### src/rtl/fetch_queue_if.sv
// Branch-redirect and decode-handshake bundles used by the fetch queue.
// The master side drives the request/data; the slave side consumes it.
interface fq_branch_if #(parameter int XLEN = 32);
  logic            jump_taken;
  logic [XLEN-1:0] jump_target;
  modport master (output jump_taken, jump_target);
  modport slave  (input  jump_taken, jump_target);
endinterface

interface fq_decode_if #(parameter int XLEN = 32);
  logic            valid;
  logic [XLEN-1:0] pc;
  logic [XLEN-1:0] ins;
  logic            ready;
  modport master (output valid, pc, ins, input  ready);
  modport slave  (input  valid, pc, ins, output ready);
endinterface

### src/rtl/fetch_queue.sv
// Instruction prefetch queue: keeps up to DEPTH {pc, ins} entries ahead of decode,
// flushes and redirects on taken jumps, and halts on a misaligned target.
module fetch_queue #(
  parameter int              XLEN     = 32,
  parameter int              DEPTH    = 4,
  parameter logic [XLEN-1:0] RESET_PC = '0,
  localparam int             CW       = $clog2(DEPTH+1)
) (
  input  logic            clk,
  input  logic            reset,
  output logic            imem_req,
  output logic [XLEN-1:0] imem_addr,
  input  logic [XLEN-1:0] imem_rdata,
  fq_branch_if.slave      mb_if,
  fq_decode_if.master     if_id,
  output logic            pipe_flush,
  output logic [CW-1:0]   occupancy,
  output logic            fault
);
  localparam int PW  = $clog2(DEPTH);
  localparam int CW1 = CW + 1;

  logic [XLEN-1:0] pc_q, pc_d, req_pc_q, req_pc_d;
  logic [PW-1:0]   wr_q, wr_d, rd_q, rd_d;
  logic [CW-1:0]   count_q, count_d;
  logic            pend_q, pend_d, fault_q, fault_d;
  logic [XLEN-1:0] mem_pc_q  [DEPTH];
  logic [XLEN-1:0] mem_ins_q [DEPTH];

  logic            flush, aligned, valid, pop, push, req;
  logic [CW1-1:0]  in_use;

  always_comb begin
    flush   = mb_if.jump_taken;
    aligned = (mb_if.jump_target[1:0] == 2'b00);
    valid   = (count_q != '0);
    pop     = valid & if_id.ready & ~flush;
    push    = pend_q & ~flush;
    // Entries held plus the one in flight, minus the one leaving this cycle.
    in_use  = CW1'(count_q) + CW1'(pend_q) - CW1'(pop);

    pc_d      = pc_q;
    req_pc_d  = req_pc_q;
    wr_d      = wr_q;
    rd_d      = rd_q;
    count_d   = count_q;
    pend_d    = 1'b0;
    fault_d   = fault_q;
    req       = 1'b0;
    imem_addr = pc_q;

    if (flush) begin
      wr_d    = '0;
      rd_d    = '0;
      count_d = '0;
      if (!fault_q && aligned) begin
        req       = 1'b1;
        imem_addr = mb_if.jump_target;
        req_pc_d  = mb_if.jump_target;
        pc_d      = mb_if.jump_target + XLEN'(4);
        pend_d    = 1'b1;
      end else if (!fault_q) begin
        fault_d = 1'b1;
      end
    end else begin
      req = ~fault_q & (in_use < CW1'(DEPTH));
      if (req) begin
        req_pc_d = pc_q;
        pc_d     = pc_q + XLEN'(4);
      end
      pend_d  = req;
      if (push) wr_d = wr_q + PW'(1);
      if (pop)  rd_d = rd_q + PW'(1);
      count_d = count_q + CW'(push) - CW'(pop);
    end

    imem_req   = req & ~reset;
    pipe_flush = mb_if.jump_taken & ~reset;
    occupancy  = count_q;
    fault      = fault_q;
    if_id.valid = valid;
    if_id.pc    = valid ? mem_pc_q[rd_q]  : '1;
    if_id.ins   = valid ? mem_ins_q[rd_q] : XLEN'(32'h0000_0013);
  end

  always_ff @(posedge clk) begin
    if (reset) begin
      pc_q     <= RESET_PC;
      req_pc_q <= RESET_PC;
      wr_q     <= '0;
      rd_q     <= '0;
      count_q  <= '0;
      pend_q   <= 1'b0;
      fault_q  <= 1'b0;
    end else begin
      pc_q     <= pc_d;
      req_pc_q <= req_pc_d;
      wr_q     <= wr_d;
      rd_q     <= rd_d;
      count_q  <= count_d;
      pend_q   <= pend_d;
      fault_q  <= fault_d;
    end
  end

  // Storage needs no reset: entries are only visible while count is non-zero.
  always_ff @(posedge clk) begin
    if (push && !reset) begin
      mem_pc_q[wr_q]  <= req_pc_q;
      mem_ins_q[wr_q] <= imem_rdata;
    end
  end
endmodule

### src/flat_wrapper.sv
// flat-port wrapper written by rule: the top's interface ports become plain ports
module fetch_queue_flat 
#(
  parameter int              XLEN     = 32,
  parameter int              DEPTH    = 4,
  parameter logic [XLEN-1:0] RESET_PC = '0,
  localparam int             CW       = $clog2(DEPTH+1)
)
  (clk, reset, imem_req, imem_addr, imem_rdata, pipe_flush, occupancy, fault, mb_if_jump_taken, mb_if_jump_target, if_id_valid, if_id_pc, if_id_ins, if_id_ready);
  fq_branch_if #(.XLEN(XLEN)) mb_if_i ();
  fq_decode_if #(.XLEN(XLEN)) if_id_i ();
  input  logic clk;
  input  logic reset;
  output logic imem_req;
  output logic [XLEN-1:0] imem_addr;
  input  logic [XLEN-1:0] imem_rdata;
  output logic pipe_flush;
  output logic [CW-1:0] occupancy;
  output logic fault;
  input wire logic [$bits(mb_if_i.jump_taken)-1:0] mb_if_jump_taken;
  input wire logic [$bits(mb_if_i.jump_target)-1:0] mb_if_jump_target;
  output wire logic [$bits(if_id_i.valid)-1:0] if_id_valid;
  output wire logic [$bits(if_id_i.pc)-1:0] if_id_pc;
  output wire logic [$bits(if_id_i.ins)-1:0] if_id_ins;
  input wire logic [$bits(if_id_i.ready)-1:0] if_id_ready;
  assign mb_if_i.jump_taken = mb_if_jump_taken;
  assign mb_if_i.jump_target = mb_if_jump_target;
  assign if_id_valid = if_id_i.valid;
  assign if_id_pc = if_id_i.pc;
  assign if_id_ins = if_id_i.ins;
  assign if_id_i.ready = if_id_ready;
  fetch_queue #(.XLEN(XLEN), .DEPTH(DEPTH), .RESET_PC(RESET_PC)) u_core (.clk(clk), .reset(reset), .imem_req(imem_req), .imem_addr(imem_addr), .imem_rdata(imem_rdata), .mb_if(mb_if_i), .if_id(if_id_i), .pipe_flush(pipe_flush), .occupancy(occupancy), .fault(fault));
endmodule
### config.mk
export PLATFORM = sky130hd
export DESIGN_NAME = fetch_queue_flat
export DESIGN_NICKNAME = d
export VERILOG_FILES = /design/src/rtl/fetch_queue_if.sv /design/src/rtl/fetch_queue.sv /design/src/flat_wrapper.sv
export SDC_FILE = /design/constraint.sdc
export NUM_CORES = 1
export LEC_CHECK = 0
export CAP_MARGIN = 20
export CORE_MARGIN = 8
export CORE_UTILIZATION = 55
export DETAILED_ROUTE_END_ITERATION = 10
export DONT_BUFFER_PORTS = 1
export GPL_ROUTABILITY_DRIVEN = 0
export PLACE_DENSITY = 0.81
export SLEW_MARGIN = 20
export SYNTH_ARGS = -nofsm -noshare
export SYNTH_HDL_FRONTEND = slang
export SYNTH_SLANG_ARGS = --single-unit
### constraint.sdc
create_clock -name clk -period 3.1 [get_ports clk]
set_clock_uncertainty 0.15 [all_clocks]
set_input_delay 0.155 -clock clk [delete_from_list [all_inputs] [get_ports clk]]
set_output_delay 0.155 -clock clk [all_outputs]
set_load 0.005 [all_outputs]
==> impl_results.md <==
- GRT busiest layer: met2
- Hold Path Stages: 1
- GRT met1 Usage: 0.276
- Slowest stage cell, crit path: o41a_1
- Vias per inst: 6.06
- DR iter-0 viols: 793
- Worst hold start: reset
- Die Wd: 177 um
- GR Util All Layers: 0.201
- Adder-cell share of the synthesized area: 0.0102
- Initial antenna violation count: 0
- RR Endpoint: u_core.req_pc_q[1]$_SDFFE_PP0P_
- Max Freq: 0.316 GHz
- Die height: 177 um
- IO Count: 171
- GR Layer Usage met2: 0.312
- Min-delay worst type: input pin to flop
- Clk buf depth: 3
- Crit-path max FO: 2
- Synth Area in XOR/XNOR: 0.00617
- Largest net degree at the start of global routing: 81
- Worst-Margin Slew: 686 ps
- Hold worst-path end: u_core.req_pc_q[26]$_SDFFE_PP0P_
- RSZ-0062 raised after global routing: true
- DRT Pass-1 Iters: 5
- Fin. Hold Viols: 62
- Buffers on Ports: 0
- Worst EP arrival: 2860 ps
- Aggregate global routing overflow: 0
- Async set-reset flop share out of synthesis: 0
- Worst Path Required: 2790 ps
- Number of H-tree levels: 2
- PnR worst setup slack: -63.4 ps
- CTS clk-pin slew, worst paths: 60 ps
- Hold buffer count at CTS: 44
- Max-cap viol count: 0
- Startpoint types: flop
- Ys flop type: edfxtp_1
- Buf/Inv on CP: 4
- Number of global-route vias before repair: 8615
- Min Tclk post-route: 3160 ps
- Setup_tns: -63.4 ps
- Worst slack at placement: 49.8 ps
- Kind of critical path: flop to output port
- DR DRC count: 0
- Seq/Total Area, Yosys: 0.647
- R2r startpoint: u_core.occupancy[0]$_SDFF_PP0_
- Post-Syn Area per Cell: 13.9 um^2
- Die area: 0.0312 mm^2
- Root Driver: clkbuf_16
- R2R setup slack: 40 ps
- HPWL after DPL: 19600 um
- Area Overhead vs Synth: 17.0%
- Worst setup EP type: output port
- Final-layout fill cell count: 1841
- FF-to-FF path depth: 15
- Final Slew Violations: 0
- N_diodes: 0
- Combinational family with the most area after synthesis: simple AND/OR/NAND/NOR gates
- CP top delay family: compound AO/OA/AOI/OAI gates
- Core area: 0.0257 mm^2
- Seq cells post-synth: 331
- Final setup violating endpoints: 1
- Met3 usage: 0.0527
- Crit-path max cell delay: 460 ps
- Final hold slack: -422 ps
- Layout cell share with drive strength beyond 1: 0.221
- # nets final: 1168
- Worst slew margin: 0.538
- Seq. cell area: 0.00920 mm^2
- Multi-input logic area: 0.00480 mm^2
- Routed via count: 8771
- Simple-gate share of the synthesized area: 0.126
- CTS buffer count: 34
- Multiplexer share of the synthesized area: 0.122
- Synth Area in Compound Gates: 0.0642
- Violated checks: negative hold slack, negative setup slack
- Worst-case vdd ir drop: 0.312 mV
- Syn_nets: 1099
- Wirelength, routed: 31800 um
- WP depth: 13
- CTS tree: yes
- Mapped Area: 0.0142 mm^2
- Final ANT Viol Nets: 0
- YS warnings: 0
- Total Power: 0.00951 W
- Cell Pwr Density: 573 mW/mm^2
- Most frequent cells in the layout: 256 x edfxtp_1, 123 x nand2_1, 71 x dfxtp_1
- First-pass GRT wire length: 49100 um
- Row count: 59
- Outcome: complete, but fails checks
- Post-synth EDFFs: 256
- Clk_lat worst skew: 520 ps
- Drt wl/cell: 21.9 um
- CTS sink cnt: 331
- Leading cell type in the layout, fill and taps excluded: edfxtp_1
- Library cells used by synthesis: 60
- Critical-path cell list: nor3_4 > inv_2 > nand2_2 > nor2_4 > ha_4 > inv_2 > ha_4 > nor4bb_4 > o31a_1 > o41a_1 > buf_12 > nor2_4 > buf_6
- Initial Util: 0.553
- Cells after synthesis: 1020
- Leakage: 5.54 nW
- Final period util: 1.02
-- sequential cells by signal, indices dropped and copies added (netlist names), named ones only --
register,flops
u_core.fault,1
u_core.mem_ins_q,128
u_core.mem_pc_q,128
u_core.occupancy,3
u_core.pc_q,32
u_core.pend_q,1
u_core.rd_q,2
u_core.req_pc_q,32
u_core.wr_q,2
-- cell type report --
class	instances	share of cell area
inverter	16	0.00362
tap	335	0.0252
timing repair buffer	97	0.0639
sequential	331	0.554
multi-input combinational	609	0.289
clock inverter	18	0.00964
clock buffer	41	0.0553
-- metrics by stage --
step / util / std cells / instance area, um^2
after detailed placement: 0.574 / 1319 / 14700
final: 0.647 / 1447 / 16600
after global placement: 0.574 / 1319 / 14700
after global routing: 0.647 / 1447 / 16600
after CTS: 0.643 / 1443 / 16500
after floorplan: - / 1020 / 14300
-- power by group --
part / switching, W / internal, W
clock: 0.00163 / 0.00229
sequential: 0.000102 / 0.00489
combinational: 0.000322 / 0.000275
-- cells by family after synthesis --
group           after synthesis
simple gates                357
mux                          92
fa+ha+maj                    11
compound gates              139
xor+xnor                     10
buf+inv                      80
flops                       331
-- worst max path at each step --
| stage | from | to | slack (ps) |
|---|---|---|---|
| CTS | u_core.occupancy[2]$_SDFF_PP0_ | imem_req | -20 |
| detailed placement | u_core.occupancy[0]$_SDFF_PP0_ | u_core.pc_q[21]$_SDFFE_PP0P_ | 50 |
| global placement | u_core.occupancy[0]$_SDFF_PP0_ | u_core.pc_q[21]$_SDFFE_PP0P_ | 70 |
| finish | u_core.occupancy[0]$_SDFF_PP0_ | imem_req | -60 |
| global route | u_core.occupancy[0]$_SDFF_PP0_ | imem_req | -150 |
| floorplan | mb_if_jump_taken | u_core.pc_q[10]$_SDFFE_PP0P_ | -70 |
-- per-layer routing --
| layer | wire length [um] | part of all wire |
|---|---|---|
| met2 | 14700 | 0.46 |
| met4 | 654 | 0.021 |
| met5 | 0 | 0 |
| met1 | 13500 | 0.43 |
| met3 | 2860 | 0.090 |
-- timing repair --
action,CTS,global route
setup buffers,21,3
setup endpoints to repair,1,21
pin swaps,9,4
gates resized for setup,11,11
cloned,1,2
endpoints found under the hold margin,203,62
-- cells in the mapped netlist, drive strengths merged (7+ instances only) --
cell type,count,area share
inv,16,0.0042
mux2i,21,0.015
or2,40,0.018
and3,8,0.0035
nand3,27,0.0095
edfxtp,256,0.54
a31oi,16,0.0071
o21ai,33,0.012
clkbuf,32,0.0085
nand4,10,0.0055
mux4,64,0.10
ha,10,0.0088
a211oi,26,0.014
nand2,126,0.033
nor2b,38,0.017
nand3b,7,0.0048
buf,32,0.012
a21oi,31,0.011
nor4,7,0.0031
nor2,61,0.016
dfxtp,75,0.11
nand2b,7,0.0031
mux2,7,0.0056
nor3,9,0.0032
(Power assumes the default switching activity.)
